--- config.mk ---
export PLATFORM = sky130hd
export DESIGN_NAME = mipi_rx_hs_lane_ctrl
export DESIGN_NICKNAME = d
export VERILOG_FILES = /design/src/rtl/mipi_rx_hs_lane_ctrl.sv
export SDC_FILE = /design/constraint.sdc
export NUM_CORES = 1
export LEC_CHECK = 0
export CORE_MARGIN = 4
export CORE_UTILIZATION = 49
export DETAILED_ROUTE_END_ITERATION = 6
export PLACE_DENSITY = 0.73
export REMOVE_ABC_BUFFERS = 1
export SLEW_MARGIN = 25
export SYNTH_ARGS = -nofsm -noshare
export SYNTH_HDL_FRONTEND = slang
export SYNTH_SLANG_ARGS = --single-unit
export TNS_END_PERCENT = 1
--- constraint.sdc ---
create_clock -name RxClkEsc -period 1.93 [get_ports RxClkEsc]
set_input_delay 0.2895 -clock RxClkEsc [delete_from_list [all_inputs] [get_ports RxClkEsc]]
set_output_delay 0.2895 -clock RxClkEsc [all_outputs]
set_load 0.03 [all_outputs]
--- src/rtl/mipi_rx_hs_lane_ctrl.sv ---
// D-PHY RX data-lane HS-entry sequencer in the escape-clock domain: detects LP-11/01/00,
// times termination and settle, supervises deserializer sync and tears down on LP-11.
module mipi_rx_hs_lane_ctrl #(
   parameter int CNT_W        = 8,
   parameter int TERM_CNT     = 2,
   parameter int SETTLE_CNT   = 8,
   parameter int SYNC_TIMEOUT = 32
) (
   input  logic       RxClkEsc,
   input  logic       RESET,
   input  logic       ENABLE,
   input  logic       LP_DP,
   input  logic       LP_DN,
   input  logic       SYNC,
   input  logic       ERRSYNC,
   input  logic       NOSYNC,
   output logic       HS_TERM_EN,
   output logic       HS_DESER_EN,
   output logic       ENP,
   output logic       RX_ACTIVE_HS,
   output logic       RX_SYNC_HS,
   output logic       ERR_SOT_HS,
   output logic       ERR_SOT_SYNC_HS,
   output logic [2:0] STATE
);

   typedef enum logic [2:0] {
      ST_STOP    = 3'd0,
      ST_HS_RQST = 3'd1,
      ST_HS_PREP = 3'd2,
      ST_HS_SYNC = 3'd3,
      ST_HS_RCV  = 3'd4,
      ST_HS_ERR  = 3'd5
   } state_e;

   localparam logic [CNT_W-1:0] TERM_V      = CNT_W'(TERM_CNT);
   localparam logic [CNT_W-1:0] SETTLE_LAST = CNT_W'(SETTLE_CNT - 1);
   localparam logic [CNT_W-1:0] SYNC_LAST   = CNT_W'(SYNC_TIMEOUT - 1);
   localparam logic [CNT_W-1:0] CNT_MAX     = '1;

   // Synchronizer bit order: {dp, dn, sync, errsync, nosync}
   logic [4:0]       meta_q, sync_q;
   state_e           state_q, state_d;
   logic [CNT_W-1:0] cnt_q, cnt_d;
   logic             lp11_q, lp11_d;
   logic             term_q, term_d;
   logic             deser_q, deser_d;
   logic             enp_q, enp_d;
   logic             act_q, act_d;
   logic             rxsync_q, rxsync_d;
   logic             errsot_q, errsot_d;
   logic             errsync_q, errsync_d;

   logic [1:0] lp;
   logic       lp_is11, f_sync, f_err, f_nosync, burst_exit;

   assign lp       = sync_q[4:3];
   assign f_sync   = sync_q[2];
   assign f_err    = sync_q[1];
   assign f_nosync = sync_q[0];
   assign lp_is11  = (lp == 2'b11);
   // Two consecutive synchronized LP-11 samples end a burst; one is treated as a glitch
   assign burst_exit = lp_is11 && lp11_q;

   always_comb begin
      state_d   = state_q;
      cnt_d     = cnt_q;
      lp11_d    = 1'b0;
      rxsync_d  = 1'b0;
      errsot_d  = 1'b0;
      errsync_d = 1'b0;
      if (!ENABLE) begin
         state_d = ST_STOP;
      end else begin
         case (state_q)
            ST_STOP: begin
               if (lp == 2'b01) state_d = ST_HS_RQST;
            end
            ST_HS_RQST: begin
               if (lp == 2'b00) begin
                  state_d = ST_HS_PREP;
                  cnt_d   = '0;
               end else if (lp[1]) begin
                  state_d = ST_STOP;
               end
            end
            ST_HS_PREP: begin
               if (lp_is11) begin
                  state_d = ST_STOP;
               end else if (cnt_q == SETTLE_LAST) begin
                  state_d = ST_HS_SYNC;
                  cnt_d   = '0;
               end else if (cnt_q != CNT_MAX) begin
                  cnt_d = cnt_q + 1'b1;
               end
            end
            ST_HS_SYNC: begin
               lp11_d = lp_is11;
               if (burst_exit) begin
                  state_d = ST_STOP;
               end else if (f_sync) begin
                  state_d  = ST_HS_RCV;
                  rxsync_d = 1'b1;
               end else if (f_err) begin
                  state_d  = ST_HS_RCV;
                  rxsync_d = 1'b1;
                  errsot_d = 1'b1;
               end else if (f_nosync || cnt_q == SYNC_LAST) begin
                  state_d   = ST_HS_ERR;
                  errsync_d = 1'b1;
               end else if (cnt_q != CNT_MAX) begin
                  cnt_d = cnt_q + 1'b1;
               end
            end
            ST_HS_RCV, ST_HS_ERR: begin
               lp11_d = lp_is11;
               if (burst_exit) state_d = ST_STOP;
            end
            default: state_d = ST_STOP;
         endcase
      end

      // Outputs are decoded from the state being entered so they register on the same edge
      term_d  = (state_d == ST_HS_PREP && cnt_d >= TERM_V) ||
                state_d == ST_HS_SYNC || state_d == ST_HS_RCV || state_d == ST_HS_ERR;
      deser_d = (state_d == ST_HS_SYNC) || (state_d == ST_HS_RCV);
      enp_d   = (state_d == ST_HS_RCV);
      act_d   = (state_d == ST_HS_RCV);
   end

   always_ff @(posedge RxClkEsc) begin
      if (RESET) begin
         meta_q    <= '0;
         sync_q    <= '0;
         state_q   <= ST_STOP;
         cnt_q     <= '0;
         lp11_q    <= 1'b0;
         term_q    <= 1'b0;
         deser_q   <= 1'b0;
         enp_q     <= 1'b0;
         act_q     <= 1'b0;
         rxsync_q  <= 1'b0;
         errsot_q  <= 1'b0;
         errsync_q <= 1'b0;
      end else begin
         meta_q    <= {LP_DP, LP_DN, SYNC, ERRSYNC, NOSYNC};
         sync_q    <= meta_q;
         state_q   <= state_d;
         cnt_q     <= cnt_d;
         lp11_q    <= lp11_d;
         term_q    <= term_d;
         deser_q   <= deser_d;
         enp_q     <= enp_d;
         act_q     <= act_d;
         rxsync_q  <= rxsync_d;
         errsot_q  <= errsot_d;
         errsync_q <= errsync_d;
      end
   end

   assign HS_TERM_EN      = term_q;
   assign HS_DESER_EN     = deser_q;
   assign ENP             = enp_q;
   assign RX_ACTIVE_HS    = act_q;
   assign RX_SYNC_HS      = rxsync_q;
   assign ERR_SOT_HS      = errsot_q;
   assign ERR_SOT_SYNC_HS = errsync_q;
   assign STATE           = state_q;

endmodule

==> results of run 1 <==
[final timing paths]
path,end,cells past startpoint
worst min-delay path,sync_q[3],1
worst max register to register,HS_TERM_EN,6
worst max-delay path,HS_TERM_EN,6
worst min register to register,sync_q[3],1
[cell type report]
class,instances,share of cell area (%)
sequential,28,27.4
clock buffer,3,1.08
tap,44,2.65
inverter,5,0.903
clock inverter,1,1.44
multi-input combinational,129,47.0
timing repair buffer,47,19.6
[layer usage]
layer | part of all wire [%] | vias to the layer above | GRT usage [%] | wire length (um)
met1 | 45 | 714 | 27.0 | 1840
li1 | - | 719 | - | -
met4 | 2.8 | 0 | 8.18 | 113
met3 | 4.0 | 13 | 2.46 | 162
met2 | 48 | 48 | 34.3 | 1960
met5 | 0 | - | 0 | 0
[flip-flops by register name, indices dropped and copies added (netlist names)]
signal and cells:
cnt_q 8, meta_q 5, sync_q 5, STATE 3, ERR_SOT_HS 1, ERR_SOT_SYNC_HS 1
HS_DESER_EN 1, HS_TERM_EN 1, RX_ACTIVE_HS 1, RX_SYNC_HS 1, lp11_q 1
[cell families after synthesis]
family | synth area share (%)
AO/OA/AOI/OAI | 25.4
multiplexers | 1.38
AND/OR/NAND/NOR | 31.4
buffers and inverters | 4.62
adder cells (fa/ha/maj) | 0.810
flip-flops | 36.3
[report_power, final]
group	internal [mW]	leakage, nW	total (mW)	switching, mW
clock network	0.210	0.0279	0.383	0.173
registers	0.589	0.231	0.597	0.00877
logic	0.0355	0.491	0.0678	0.0323
total	0.834	0.751	1.05	0.215
[critical path, cell delays in order, from the launching register on]
cell       delay [ns]
dfxtp_1          0.34
or3_4            0.43
o211ai_4         0.29
a211oi_1         0.13
a2bb2oi_1        0.18
a2111oi_4        0.33
a31oi_1          0.11
[per-stage QoR]
step	hold WS [ns]	cell area, sq um
after detailed placement	0.431	1950
after floorplan	0.361	1490
after global routing	0.469	2080
final	0.455	2080
after CTS	0.462	2040
after global placement	0.417	1950
[what timing repair did]
item	4_1_cts	5_1_grt
hold buffers	0	0
setup buffers	0	0
setup endpoints to repair	5	9
resized for setup	8	11
pin swaps	4	2
[synth_stat cells, types with 2 or more instances]
master,n,area (sq um)
dfxtp_1,28,561
a21oi_1,7,35.0
nor2b_1,17,106
nor2_1,14,52.6
a2111oi_0,2,17.5
nand3b_1,2,15.0
nand2_1,13,48.8
a21o_1,3,22.5
nand3_1,8,40.0
inv_1,5,18.8
a31oi_1,4,25.0
a22oi_1,2,15.0
buf_2,3,15.0
a221oi_2,2,30.0
o21ai_2,2,17.5
nor3b_1,4,30.0
a31o_2,2,17.5
o21ai_1,2,10.0
nand2b_1,2,12.5
nor3_1,5,25.0
and2_1,2,12.5
and3_1,2,12.5
nand4_1,2,12.5
clkbuf_1,5,18.8
==> summary.md, run 1 <==
| Metric | Value |
|---|---|
| Commonest non-fill, non-tap cell in the layout | buf_4 |
| RSZ-0062 raised after global routing | true |
| Initial Util | between 50% and 60% |
| HPWL after DPL | 2940 um |
| Area grow syn2layout | 34.6% |
| Non-filler cells, final | ~260 |
| Die Span Y | 64.1 um |
| Total gr overflow | 0 |
| First-pass GRT wire length | 6760 um |
| Tot GR Track Use | 20.6% |
| DRC viols | 0 |
| Fin crit share | between 90% and 100% |
| Die ar. | between 4000 and 5000 sq um |
| CP Data Arrival Time | between 2 and 2.5 ns |
| Final Max Slew Viols | 0 |
| Worst Path Required | around 2.2 ns |
| Clk_skew | 0.00205 ns |
| Worst Hold Class | flip-flop to flip-flop |
| Root Buffer | clkbuf_4 |
| Antenna Cells | 0 |
| Critical Path Start | cnt_q[6] |
| Synth Cell Area | between 1500 and 2000 sq um |
| Number of synthesized flops with an enable pin | 0 |
| Post-Route WL | 4070 um |
| Die width | 64.1 um |
| Cell variety after synth | 58 |
| Num CTS Buffers | 3 |
| Core Rows | 20 |
| Setup Crit Path Kind | flip-flop to flip-flop |
| Total Power | 1.05 mW |
| Slew headroom | 70.6% |
| First-pass DRT Iterations | 4 |
| IO Port Bufs | 17 |
| Critical R2R Launch | cnt_q[6] |
| Number of global-route vias before repair | 1447 |
| Vias post-DR | around 1500 |
| Final WS setup | 0.0122 ns |
| Warnings from Yosys | 0 |
| Share of post-route cells with drive strength above 1 | 30.0% |
| CP Max Fanout | 7 |
| Multi-input logic area | just under 1000 sq um |
| Largest net degree at the start of global routing | 25 |
| Maximum VDD drop | between 0.3 and 0.4 mV |
| Leakage Power | about 0.75 nW |
| Placeable Area | 3030 sq um |
| Drt wl/cell | 15.9 um |
| CP Capture Type | flip-flop |
| CTS Sinks | 28 |
| Fin util | 68.6% |
| Initial antenna violation count | 0 |
| Measured slew at the worst slew-check pin | 0.440 ns |
| Synthesized flop and latch total | 28 |
| Fin crit period | 1.92 ns |
| Final setup violation count | 0 |
| R2R Setup Slk | 0.01 ns |
| H-tree Lvls | 1 |
| Bufs on Longest Clock Path | 2 |
| Syn Area/Cell | between 8 and 9 sq um |
| Hold path start | meta_q[3] |
| Clock-pin slew on the worst setup and hold paths | 0.15 ns |
| Final #Nets | 223 |
| Most frequent cells in the layout | 29 x buf_4, 21 x dfxtp_1, 16 x nor2b_1, 16 x clkdlybuf4s50_1, 14 x nor2_1 |
| Routed Antenna Nets | 0 |
| Filler cell count | around 250 |
| Placed instance count | 253 |
| Max frequency | 521 MHz |
| CTS tree | built |
| Initial DRC Count | 112 |
| Max-cap viol count | 0 |
| Critical path launch point type | flip-flop |
| Io pins | 18 |
| Post-route setup TNS | 0 ns |
| Reg area | 569 sq um |
| Place WS | -0.239 ns |
| Vias per cell | between 5 and 6 |
| Synthesized instance count | between 150 and 200 |
| Status | finished clean |
| Asr flop ratio synth | 0% |
| Synth Flop Type | dfxtp_1 |
| Seq/Total Area, Yosys | 36.3% |
| Clock Latency Late Sink | 0.32 ns |
| Hold Fails Final Rpt | 0 |
| Placer Congestion | 0.925 |
| Pwr/cell area | 505 nW/um^2 |
No activity file was read; power rests on OpenSTA's default activity.
==> inputs of run 2 (changes only) <==
CTS_CLUSTER_SIZE = 10   (was unset)
==> results of run 2 <==
Final layout, timing and power as in run 1 (identical DEF).
==> inputs of run 3 (changes only) <==
SLEW_MARGIN = unset   (was 25)
==> results of run 3 <==
Final layout, timing and power as in run 1 (identical DEF).
